--- src/rtl/nco_freq_meter.sv ---
// Zero-crossing frequency meter: counts hysteresis-qualified rising crossings
// over a window of 2^WIN_LOG2 accepted samples and reports an NCO-style phase increment.
module nco_freq_meter #(
    parameter int DW       = 10,
    parameter int PW       = 32,
    parameter int WIN_LOG2 = 12,
    parameter int HYST     = 16
) (
    input  logic                clk,
    input  logic                reset,
    input  logic                clken,
    input  logic                in_valid,
    input  logic [DW-1:0]       fsin_i,
    output logic [PW-1:0]       phi_est_o,
    output logic [WIN_LOG2:0]   crossings_o,
    output logic [WIN_LOG2:0]   span_o,
    output logic                no_signal_o,
    output logic                est_valid
);

    typedef enum logic [1:0] {ST_UNK = 2'd0, ST_LOW = 2'd1, ST_HIGH = 2'd2} hyst_t;

    // One extra bit so -HYST and -2^(DW-1) compare without wrap.
    localparam logic signed [DW:0]       HP       = (DW+1)'(HYST);
    localparam logic signed [DW:0]       HN       = -HP;
    localparam logic [WIN_LOG2-1:0]      IDX_LAST = '1;

    hyst_t                 r_state, w_state_nxt;
    logic [WIN_LOG2-1:0]   r_idx, r_first, r_last;
    logic [WIN_LOG2:0]     r_cnt;

    logic signed [DW:0]    w_s;
    logic                  w_acc, w_hi, w_lo, w_cross;
    logic [WIN_LOG2:0]     w_cnt_nxt, w_span;
    logic [WIN_LOG2-1:0]   w_first_nxt, w_last_nxt;
    logic [PW-1:0]         w_phi;

    assign w_s   = $signed({fsin_i[DW-1], fsin_i});
    assign w_acc = clken & in_valid;
    assign w_hi  = (w_s >= HP);
    assign w_lo  = (w_s <= HN);

    always_comb begin
        w_state_nxt = r_state;
        w_cross     = 1'b0;
        case (r_state)
            ST_UNK: begin
                if (w_lo)      w_state_nxt = ST_LOW;
                else if (w_hi) w_state_nxt = ST_HIGH;
            end
            ST_LOW: begin
                if (w_hi) begin
                    w_state_nxt = ST_HIGH;
                    w_cross     = 1'b1;
                end
            end
            ST_HIGH: begin
                if (w_lo) w_state_nxt = ST_LOW;
            end
            default: w_state_nxt = ST_UNK;
        endcase
    end

    // Window tallies including the sample being accepted this cycle, so a
    // crossing on the last index lands in the report it completes.
    assign w_cnt_nxt   = r_cnt + (WIN_LOG2+1)'(w_cross);
    assign w_first_nxt = (w_cross && (r_cnt == '0)) ? r_idx : r_first;
    assign w_last_nxt  = w_cross ? r_idx : r_last;
    assign w_span      = (w_cnt_nxt >= (WIN_LOG2+1)'(2)) ? {1'b0, w_last_nxt - w_first_nxt} : '0;
    assign w_phi       = PW'(w_cnt_nxt) << (PW - WIN_LOG2);

    always_ff @(posedge clk) begin
        if (reset) begin
            r_state     <= ST_UNK;
            r_idx       <= '0;
            r_cnt       <= '0;
            r_first     <= '0;
            r_last      <= '0;
            phi_est_o   <= '0;
            crossings_o <= '0;
            span_o      <= '0;
            no_signal_o <= 1'b1;
            est_valid   <= 1'b0;
        end else begin
            est_valid <= 1'b0;
            if (w_acc) begin
                r_state <= w_state_nxt;
                if (r_idx == IDX_LAST) begin
                    phi_est_o   <= w_phi;
                    crossings_o <= w_cnt_nxt;
                    span_o      <= w_span;
                    no_signal_o <= (w_cnt_nxt == '0);
                    est_valid   <= 1'b1;
                    r_idx       <= '0;
                    r_cnt       <= '0;
                    r_first     <= '0;
                    r_last      <= '0;
                end else begin
                    r_idx   <= r_idx + 1'b1;
                    r_cnt   <= w_cnt_nxt;
                    r_first <= w_first_nxt;
                    r_last  <= w_last_nxt;
                end
            end
        end
    end

endmodule
--- config.mk ---
export PLATFORM = sky130hd
export DESIGN_NAME = nco_freq_meter
export DESIGN_NICKNAME = d
export VERILOG_FILES = /design/src/rtl/nco_freq_meter.sv
export SDC_FILE = /design/constraint.sdc
export NUM_CORES = 1
export LEC_CHECK = 0
export ABC_AREA = 1
export CAP_MARGIN = 15
export CORE_ASPECT_RATIO = 0.9
export CORE_UTILIZATION = 43
export DETAILED_ROUTE_END_ITERATION = 8
export GPL_ROUTABILITY_DRIVEN = 0
export PLACE_DENSITY_LB_ADDON = 0.08
export SLEW_MARGIN = 40
export SYNTH_ARGS = -nofsm -noshare
export SYNTH_HDL_FRONTEND = slang
export SYNTH_SLANG_ARGS = --single-unit
--- constraint.sdc ---
create_clock -name clk -period 3.1 [get_ports clk]
set_input_delay 0.62 -clock clk [delete_from_list [all_inputs] [get_ports clk]]
set_output_delay 0.62 -clock clk [all_outputs]
set_load 0.05 [all_outputs]
==> run metrics, run 1 <==
final wirelength=10.96 mm; Clock Latency Late Sink=360 ps; Post-Synthesis Cells=639; Place WS=-291.2 ps; area delta synth->final=27.40%; Pwr per Cell Area=384.6 nW/um^2; Syn Area/Cell=6.796 sq um; Max transition margin=66.29%; vias in the first global route=3,922; Final Skew=11.61 ps; worst slew pin tran=504.1 ps; reg-to-reg startpoint=r_cnt[10]; Ports=74; first-pass GRT wire length=18.77 mm; number of buffers created by CTS=9; Hold WC Path Type=reg -> reg; CTS tree=yes; cts hold-fix bufs=0; via count=4,309; cells taking the most area after synthesis=dfxtp_1 (36%), nand2_1 (15%), buf_4 (5.9%), inv_1 (5.9%), nor2_1 (5.1%); Antenna Nets Post-Route=0; pin count of the biggest net entering global routing=27; Setup crit start kind=input port; H-tree depth=3; Largest delay share family, worst path=buffers and inverters; area leader, netlist=dfxtp_1; DPL Wire Length=8.205 mm; PnR worst setup slack=200.4 ps; Synth top area share=35.96%; min Tclk post-route=2900 ps; slowest CP cell=clkdlybuf4s50_1; critical path buffer and inverter count=5; Synth Warn #=0; critical path cell sequence=clkdlybuf4s50_1, nor2_1, nand3_1, nand3_2, inv_4, nand2_2, buf_6, buf_4, o21ai_1, ha_4, inv_2, o21ai_1, nand3_1, nand4_1, nand3b_1, nand3_1, nand2_1; DRT Pass-1 Iters=5; Post-CTS Repair Setup Buffers=0; GR Overflow Total=0; post-layout util=56.79%; max-slew violations=0; Netlist cell types=36; Total GRT Usage=22.46%; Leak=2.291 nW; crit path max fanout=12; Setup Crit Path Kind=in -> reg; Max rail drop VDD=0.2164 mV; vias per cell=4.987; commonest non-fill, non-tap cell in the layout=nand2_1; die width=107.9 um; full die area=10,510 sq um; status=finished, final reports clean; most used cell, CP=nand3_1; Nets=762; Mapped Area=4343 sq um; Core ar.=9742 sq um; CP Data Required Time=3360 ps; sequential area share after synthesis=35.96%; DRC=0; Max Clk Rate=0.3449 GHz; Die Height=97.34 um; cts repair resizes=0; CTS Buffer Depth=2; Hold Violations, Final=0; row cnt=34; Min-Delay Startpoint=span_o[11]; period utilization=93.54%; Avg WL per Cell=12.68 um; CP peak stage delay=480 ps; clock sink count=78; initial antenna violation count=0; CTS clk-pin slew, worst paths=80 ps; Seq cells post-synth=78; 1st-iter DRT viols=312; critical path launch point=fsin_i[5]; Crit. End Element=flop; Buffers on Ports=52; max_cap viols=0; Arr. time, crit path=3150 ps; # setup viols final=0; root buffer cell=clkbuf_8; highest-count cells in the layout ignoring fill and taps=nand2_1 (167), dfxtp_1 (78), inv_1 (66), buf_4 (60), nor2_1 (58); Initial Utilization=44.58%; n_diodes=0; proportion of layout cells with a drive suffix above 1=14.36%
-- path summary, 6_finish.rpt --
kind / to / slack (ps) / cells after the start
worst min-delay path: span_o[11] / 450 / 2
worst max register to register: span_o[11] / 390 / 15
worst max-delay path: span_o[11] / 200 / 17
worst min register to register: span_o[11] / 450 / 2
-- state kept, by name, indices dropped and copies added, names as in the netlist --
name and count:
no_signal_o 1, span_o 12, r_last 12, r_cnt 13, crossings_o 13, r_state 2, r_first 12, r_idx 12
est_valid 1
-- synth_stat cells (all sizes together) --
| library cell | instances |
|---|---|
| a31oi | 4 |
| o22ai | 10 |
| clkbuf | 8 |
| nand2 | 175 |
| dfxtp | 78 |
| a21oi | 44 |
| a2bb2oi | 1 |
| or2 | 1 |
| o31ai | 2 |
| o21ai | 48 |
| o21a | 3 |
| ha | 14 |
| a221oi | 1 |
| nand4 | 7 |
| xor2 | 8 |
| inv | 71 |
| buf | 44 |
| fa | 1 |
| xnor2 | 1 |
| o41ai | 1 |
| a22o | 5 |
| nand3 | 33 |
| conb | 1 |
| a211oi | 1 |
| nor2 | 65 |
| nand3b | 4 |
| nor3 | 8 |
-- final cells by class --
type | count | area (sq um)
timing repair buffer | 115 | 1022
clock buffer | 10 | 127.6
inverter | 71 | 269.0
fill | 978 | 4209
multi-input combinational | 458 | 2308
sequential | 78 | 1562
clock inverter | 6 | 86.33
tap | 126 | 157.7
-- where the power goes --
part / leakage (nW) / internal [mW] / switching [mW]
combinational: 1.56 / 0.0980 / 0.181
sequential: 0.629 / 1.01 / 0.00293
clock: 0.106 / 0.452 / 0.387
total: 2.29 / 1.56 / 0.571
-- metrics by stage --
stage               total power, mW  instance area, sq um  hold slack (ps)  std cells  TNS [ps]
floorplan                     1.236                  4418            440.6        659         0
global route                  2.219                  5533            480.0        864    -18.87
finish                        2.128                  5533            454.8        864         0
global placement              1.299                  5258            435.7        848     -1800
detailed placement            1.301                  5258            445.6        848     -2289
CTS                           2.136                  5472            459.6        864         0
-- tightest hold or removal path: stages, from the launching register on --
cell and delay (ps):
dfxtp_1 310, nand2_1 60, nand2_1 40
-- cell families (layout without fill, tap and decap cells) --
logic type	after synthesis	count (layout)	synth area share [%]
adder cells (fa/ha/maj)	15	15	4.494
other	1	21	0.08635
flip-flops	78	78	35.96
AND/OR/NAND/NOR	293	293	28.44
buffers and inverters	123	202	13.94
AO/OA/AOI/OAI	120	120	15.27
XOR/XNOR	9	9	1.815
-- per-layer routing --
| layer | part of all wire, % | track usage, % | up-vias |
|---|---|---|---|
| li1 | - | - | 2206 |
| met1 | 50 | 31.82 | 1947 |
| met2 | 43 | 33.93 | 142 |
| met3 | 5.8 | 5.030 | 14 |
| met4 | 1.5 | 6.322 | 0 |
| met5 | 0 | 0 | - |
Power figures use the tool's default switching activity.
==> run 2: changes to the inputs <==
--- a/config.mk
+++ b/config.mk
@@ -5,12 +5,12 @@
 export SDC_FILE = /design/constraint.sdc
 export NUM_CORES = 1
 export LEC_CHECK = 0
-export ABC_AREA = 1
-export CAP_MARGIN = 15
+export ABC_AREA = 0
 export CORE_ASPECT_RATIO = 0.9
 export CORE_UTILIZATION = 43
 export DETAILED_ROUTE_END_ITERATION = 8
 export GPL_ROUTABILITY_DRIVEN = 0
+export HOLD_SLACK_MARGIN = 0.06
 export PLACE_DENSITY_LB_ADDON = 0.08
 export SLEW_MARGIN = 40
 export SYNTH_ARGS = -nofsm -noshare
==> run 2 against run 1 <==
The flow now finishes with violations (negative setup slack). Utilization rose by 2.9 points. Setup slack worse by 280 ps. Flip-flop and latch count unchanged. Cell area up 11%. Via count fell by 5.4%. Fmax shrank 8.7%. Die area rose by 4.4%.
==> run metrics, run 2 <==
Post-Synthesis Cells=537; Antenna Nets Post-Route=0; Crit. End Element=flop; DRT Pass-1 Iters=6; Leak=2.370 nW; Netlist cell types=61; Total GRT Usage=22.11%; cells taking the most area after synthesis=dfxtp_1 (34%), nor2_1 (5.9%), buf_4 (5.8%), ha_1 (3.9%), xor2_1 (3.7%); Synth top area share=34.41%; RR Endpoint=span_o[11]; via count=4,077; initial antenna violation count=0; top-count cell post-synth=dfxtp_1; full die area=10,970 sq um; Final Skew=9.897 ps; max-slew violations=0; reg-to-reg startpoint=r_cnt[12]; Post-Layout Inst Area=6122 sq um; CP Data Required Time=3330 ps; die width=110.3 um; proportion of layout cells with a drive suffix above 1=27.70%; most used cell, CP=buf_6; min Tclk post-route=3175 ps; Nets=664; vias in the first global route=3,696; CTS Buffer Depth=2; Core ar.=10,250 sq um; clock sink count=78; Worst R2R Path Depth=13; root buffer cell=clkbuf_16; Arr. time, crit path=3400 ps; Setup Crit Path Kind=in -> reg; area delta synth->final=34.90%; Max Clk Rate=0.3150 GHz; period utilization=102.4%; CTS clk-pin slew, worst paths=60 ps; fraction of registers with async set/reset=0%; Ports=74; sink of the worst hold path=span_o[3]; vias per cell=5.309; # setup viols final=4; failing checks=negative setup slack; Post-synth top cells=dfxtp_1 (78), nor2_1 (71), buf_4 (35), nand2_1 (35), a21oi_1 (32); H-tree depth=3; Setup crit start kind=input port; CTS tree=yes; slowest CP cell=or3_4; worst slew pin tran=706.4 ps; pin count of the biggest net entering global routing=44; GR Overflow Total=0; row cnt=35; critical path cell sequence=buf_6, or3_4, o211ai_4, clkinv_4, buf_6, mux2_4, ha_4, buf_6, nor4_1, a21oi_2, o21ai_4, o311a_4, and3b_1, nor3_2; Max rail drop VDD=0.4475 mV; cts hold-fix bufs=0; number of buffers created by CTS=9; Mapped Area=4538 sq um; Max transition margin=52.73%; Overall Power=2.345 mW; sequential area share after synthesis=34.41%; max_cap viols=0; first-pass GRT wire length=18.68 mm; Initial Utilization=44.29%; DRC=0; 1st-iter DRT viols=238; DPL Wire Length=8.194 mm; Pwr per Cell Area=383.0 nW/um^2; Placed Area=5512 sq um; CP peak stage delay=390 ps; Buffers on Ports=52; worst reg-to-reg setup slack=90 ps; Clock Latency Late Sink=340 ps; PnR worst setup slack=-74.69 ps; n_diodes=0; Seq cells post-synth=78; crit path max fanout=8; hold path cells=2; Hold Violations, Final=0; Avg WL per Cell=15.01 um; post-layout util=59.74%; largest registers=crossings_o x13, r_cnt x13; Finished Layout Cells=768; Hold WC Path Type=reg -> reg; area leader, netlist=dfxtp_1; Die Height=99.46 um; number of synthesized flops with an enable pin=0; commonest non-fill, non-tap cell in the layout=buf_4; Synth Warn #=0; Syn Area/Cell=8.451 sq um; final wirelength=11.53 mm; status=finished, violations left; RSZ-0062 raised after global routing=yes; ys flop type=dfxtp_1; Min-Delay Startpoint=span_o[3]; highest-count cells in the layout ignoring fill and taps=buf_4 (79), dfxtp_1 (78), nor2_1 (71), clkdlybuf4s50_1 (46), nand2_1 (35); post-placement cell count=739
run 2: changes by cell type in the layout (fill, tap and decap cells not counted), sizes merged, moves of 12 or more:
cell / change
a21oi: -12
nand2: -140
inv: -59
buf: +28
nand3: -19
mux2i: +12
o21ai: -19
a22oi: +22
run 2: cell type report:
type,instances,area [sq um]
Sequential cell,78,1562
Clock buffer,11,252.7
Fill cell,907,4125
Multi-Input combinational cell,396,2818
Timing Repair Buffer,139,1205
Inverter,11,46.29
Clock inverter,4,77.57
Tap cell,129,161.4
run 2: timing repair:
item                       in CTS  in global routing
setup buffers                   9                  5
pin swaps                      17                 12
setup endpoints to repair      16                 13
resized for setup              40                 19
run 2: worst max-delay path by stage:
stage | startpoint | to | slack, ps
floorplan | fsin_i[6] | span_o[8] | -140
global placement | fsin_i[6] | span_o[11] | -660
detailed placement | fsin_i[6] | span_o[11] | -710
CTS | fsin_i[5] | span_o[11] | -2
global route | fsin_i[5] | span_o[11] | -180
finish | fsin_i[5] | span_o[11] | -70
run 2: per-layer routing:
layer	global-route usage, %	wire [um]	vias to the layer above
met5	0	0	-
met4	6.073	115	0
met3	3.866	565	9
met2	32.25	4982	125
met1	33.10	5860	1913
li1	-	-	2030
run 2: logic make-up after synthesis:
family / synth area share, %
and+or+nand+nor: 20.27
AOI/OAI and AO/OA: 18.61
other: 0.08263
muxes: 5.707
buffers and inverters: 11.22
xor gates and xnor gates: 5.404
adders and majority gates: 4.301
DFF: 34.41
run 2: per-stage QoR:
step	hold slack (ps)	setup slack, ps	TNS [ps]
6_report	451.5	-74.69	-139.5
5_1_grt	479.4	-183.7	-1123
3_5_place_dp	443.1	-714.8	-11650
2_1_floorplan	456.2	-138.3	-657.5
3_3_place_gp	436.7	-664.6	-10350
4_1_cts	457.2	-2.016	-2.016
run 2: report_power, final:
part	switching (mW)	internal, mW	leakage [nW]	total, mW
logic	0.112	0.0447	1.58	0.157
clock network	0.428	0.751	0.163	1.18
registers	0.00440	1.00	0.628	1.01
total	0.544	1.80	2.37	2.34
run 2: critical path, delay by kind of cell:
kind                       cells  cell delay [ps]
and+or+nand+nor                4              950
muxes                          1              310
buffers and inverters          4              520
AOI/OAI and AO/OA              4              710
adders and majority gates      1              260
==> run 3: changes to the inputs <==
--- a/config.mk
+++ b/config.mk
@@ -7,6 +7,7 @@
 export LEC_CHECK = 0
 export ABC_AREA = 0
 export CORE_ASPECT_RATIO = 0.9
+export CORE_MARGIN = 3
 export CORE_UTILIZATION = 43
 export DETAILED_ROUTE_END_ITERATION = 8
 export GPL_ROUTABILITY_DRIVEN = 0
==> constraint.sdc (replaced) <==
create_clock -name clk -period 3.1 [get_ports clk]
set_input_delay 0.62 -clock clk [delete_from_list [all_inputs] [get_ports clk]]
set_output_delay 0.62 -clock clk [all_outputs]
set_load 0.1 [all_outputs]
==> run 3 against run 2 <==
The flow still finishes with violations (negative setup slack). Critical path depth rose by 2. Power fell by 0.77%. First-iteration DRC count rose by 26%. Global-route usage fell by 2.0 points. Combinational power rose by 38%. Sequential power barely moved. Worst hold slack improved by 7.1 ps. Die area rose by 7.8%. Sequential share of layout area barely moved. Clock-buffer cell count fell by 2. Non-clock buffer count rose by 6. Via count rose by 2.7%.
==> run metrics, run 3 (same netlist as run 2, synthesis figures left out) <==
CP Data Required Time=3340 ps; vias in the first global route=3,778; via count=4,186; fill cell count=856; root buffer cell=clkbuf_16; crit path max fanout=8; Hold Violations, Final=0; sequential power share=43.4%; Crit. End Element=flop; setup TNS=-91.71 ps; Sw Share=27.58%; first-pass GRT wire length=18.96 mm; Arr. time, crit path=3400 ps; Finished Layout Cells=772; commonest non-fill, non-tap cell in the layout=buf_4; H-tree depth=3; full die area=11,820 sq um; critical path launch point=fsin_i[6]; DRT Pass-1 Iters=5; reg-to-reg startpoint=r_state[0]; post-placement cell count=733; failing checks=negative setup slack; switching power total=641.7 uW; Initial Utilization=45.59%; Buffers on Ports=52; internal power=1.685 mW; Nets=670; Hold WC Path Type=reg -> reg; status=finished, violations left; Antenna Nets Post-Route=0; DRC=0; CTS Buffer Depth=2; Worst R2R Path Depth=14; Leak=2.471 nW; CTS tree=yes; GR Overflow Total=0; worst reg-to-reg setup slack=80 ps; vias per cell=5.422; Die Height=103.5 um; CTS clk-pin slew, worst paths=70 ps; Clock Latency Late Sink=340 ps; min Tclk post-route=3162 ps; initial antenna violation count=0; worst slew pin tran=693.2 ps; Core ar.=9955 sq um; highest-count cells in the layout ignoring fill and taps=buf_4 (121), dfxtp_1 (78), nor2_1 (71), nand2_1 (35), a21oi_1 (30); Max rail drop VDD=0.2180 mV; DPL Wire Length=8.264 mm; final wirelength=11.91 mm; Place WS=-742.9 ps; Critical Path End=span_o[10]; Setup Crit Path Kind=in -> reg; Pwr per Cell Area=379.5 nW/um^2; proportion of layout cells with a drive suffix above 1=35.14%; Max transition margin=53.62%; pin count of the biggest net entering global routing=45; die width=114.3 um; RSZ-0062 raised after global routing=yes; row cnt=34; Comb pwr share=9.3%; Clk pwr share=47.3%; max-slew violations=0; Avg WL per Cell=15.43 um; RR Endpoint=span_o[10]; Final Skew=8.950 ps; Max Clk Rate=0.3163 GHz; n_diodes=0; number of buffers created by CTS=9; # setup viols final=2; hold path cells=2; largest registers=crossings_o x13, r_cnt x13; PnR worst setup slack=-61.53 ps; Total GRT Usage=20.14%; Setup crit start kind=input port; clock sink count=78; 1st-iter DRT viols=299; period utilization=102.0%; Ports=74; max_cap viols=0; area delta synth->final=35.10%
## run 3: cell types whose count changed in the layout (fill, tap and decap cells not counted), moves of 2 or more
| cell | change |
|---|---|
| buf_4 | +42 |
| clkdlybuf4s50_1 | -40 |
| ha_1 | -3 |
| ha_4 | +3 |
| buf_8 | +2 |
| clkbuf_8 | -2 |
| clkinvlp_4 | +2 |
| inv_1 | -2 |
| inv_2 | +2 |
| mux2_2 | -2 |
| mux2_4 | +2 |
| mux2i_1 | -2 |
| mux2i_4 | +2 |
## run 3: worst min-delay path by stage
stage               startpoint          to  slack (ps)
floorplan            r_last[0]   r_last[0]         460
global placement     span_o[5]   span_o[5]         440
detailed placement  span_o[10]  span_o[10]         450
CTS                 span_o[10]  span_o[10]         460
global route         span_o[7]   span_o[7]         470
finish               span_o[5]   span_o[5]         460
## run 3: critical path, stage by stage
cell and delay [ps]:
buf_6 90, or3_4 390, o211ai_4 250, buf_6 160, clkinv_8 70, buf_8 130
mux2i_4 180, buf_6 120, fa_2 220, nor2b_4 50, o31a_1 260, buf_4 140
a211o_1 310, a21oi_2 150, xor2_1 190, o21ai_2 60
## run 3: metal layers
layer	global-route usage, %	part of all wire [%]	vias up
met4	6.575	1.1	0
met1	30.20	50	1984
met3	2.909	5.1	12
met5	0	0	-
li1	-	-	2046
met2	29.70	43	144
## run 3: power by group through the flow
stage	clock (mW)	sequential [mW]	combinational, mW
global placement	0	1.03	0.200
global route	1.16	1.01	0.227
detailed placement	0	1.03	0.202
CTS	1.11	1.01	0.209
finish	1.10	1.01	0.217
floorplan	0	1.03	0.187
## run 3: cell type report
type	instances	area, sq um	share of cell area [%]
clock buffer	9	225.2	3.673
inverter	11	53.80	0.8776
sequential	78	1562	25.47
multi-input combinational	396	2870	46.82
clock inverter	7	80.08	1.306
timing repair buffer	145	1182	19.29
tap	126	157.7	2.571
## run 3: per-stage QoR
stage / power [mW] / instance area [sq um] / util [%] / hold WS (ps)
after floorplan: 1.217 / 4762 / - / 456.2
final: 2.327 / 6131 / 61.59 / 458.6
after global routing: 2.400 / 6131 / 61.59 / 472.4
after global placement: 1.231 / 5388 / 54.12 / 439.4
after CTS: 2.332 / 5877 / 59.04 / 459.0
after detailed placement: 1.233 / 5388 / 54.12 / 446.5
## run 3: repair_timing
action	4_1_cts	5_1_grt
hold buffers	0	0
buffers inserted	15	9
endpoints found under the setup margin	15	13
pin swaps	20	25
gates resized for setup	36	39
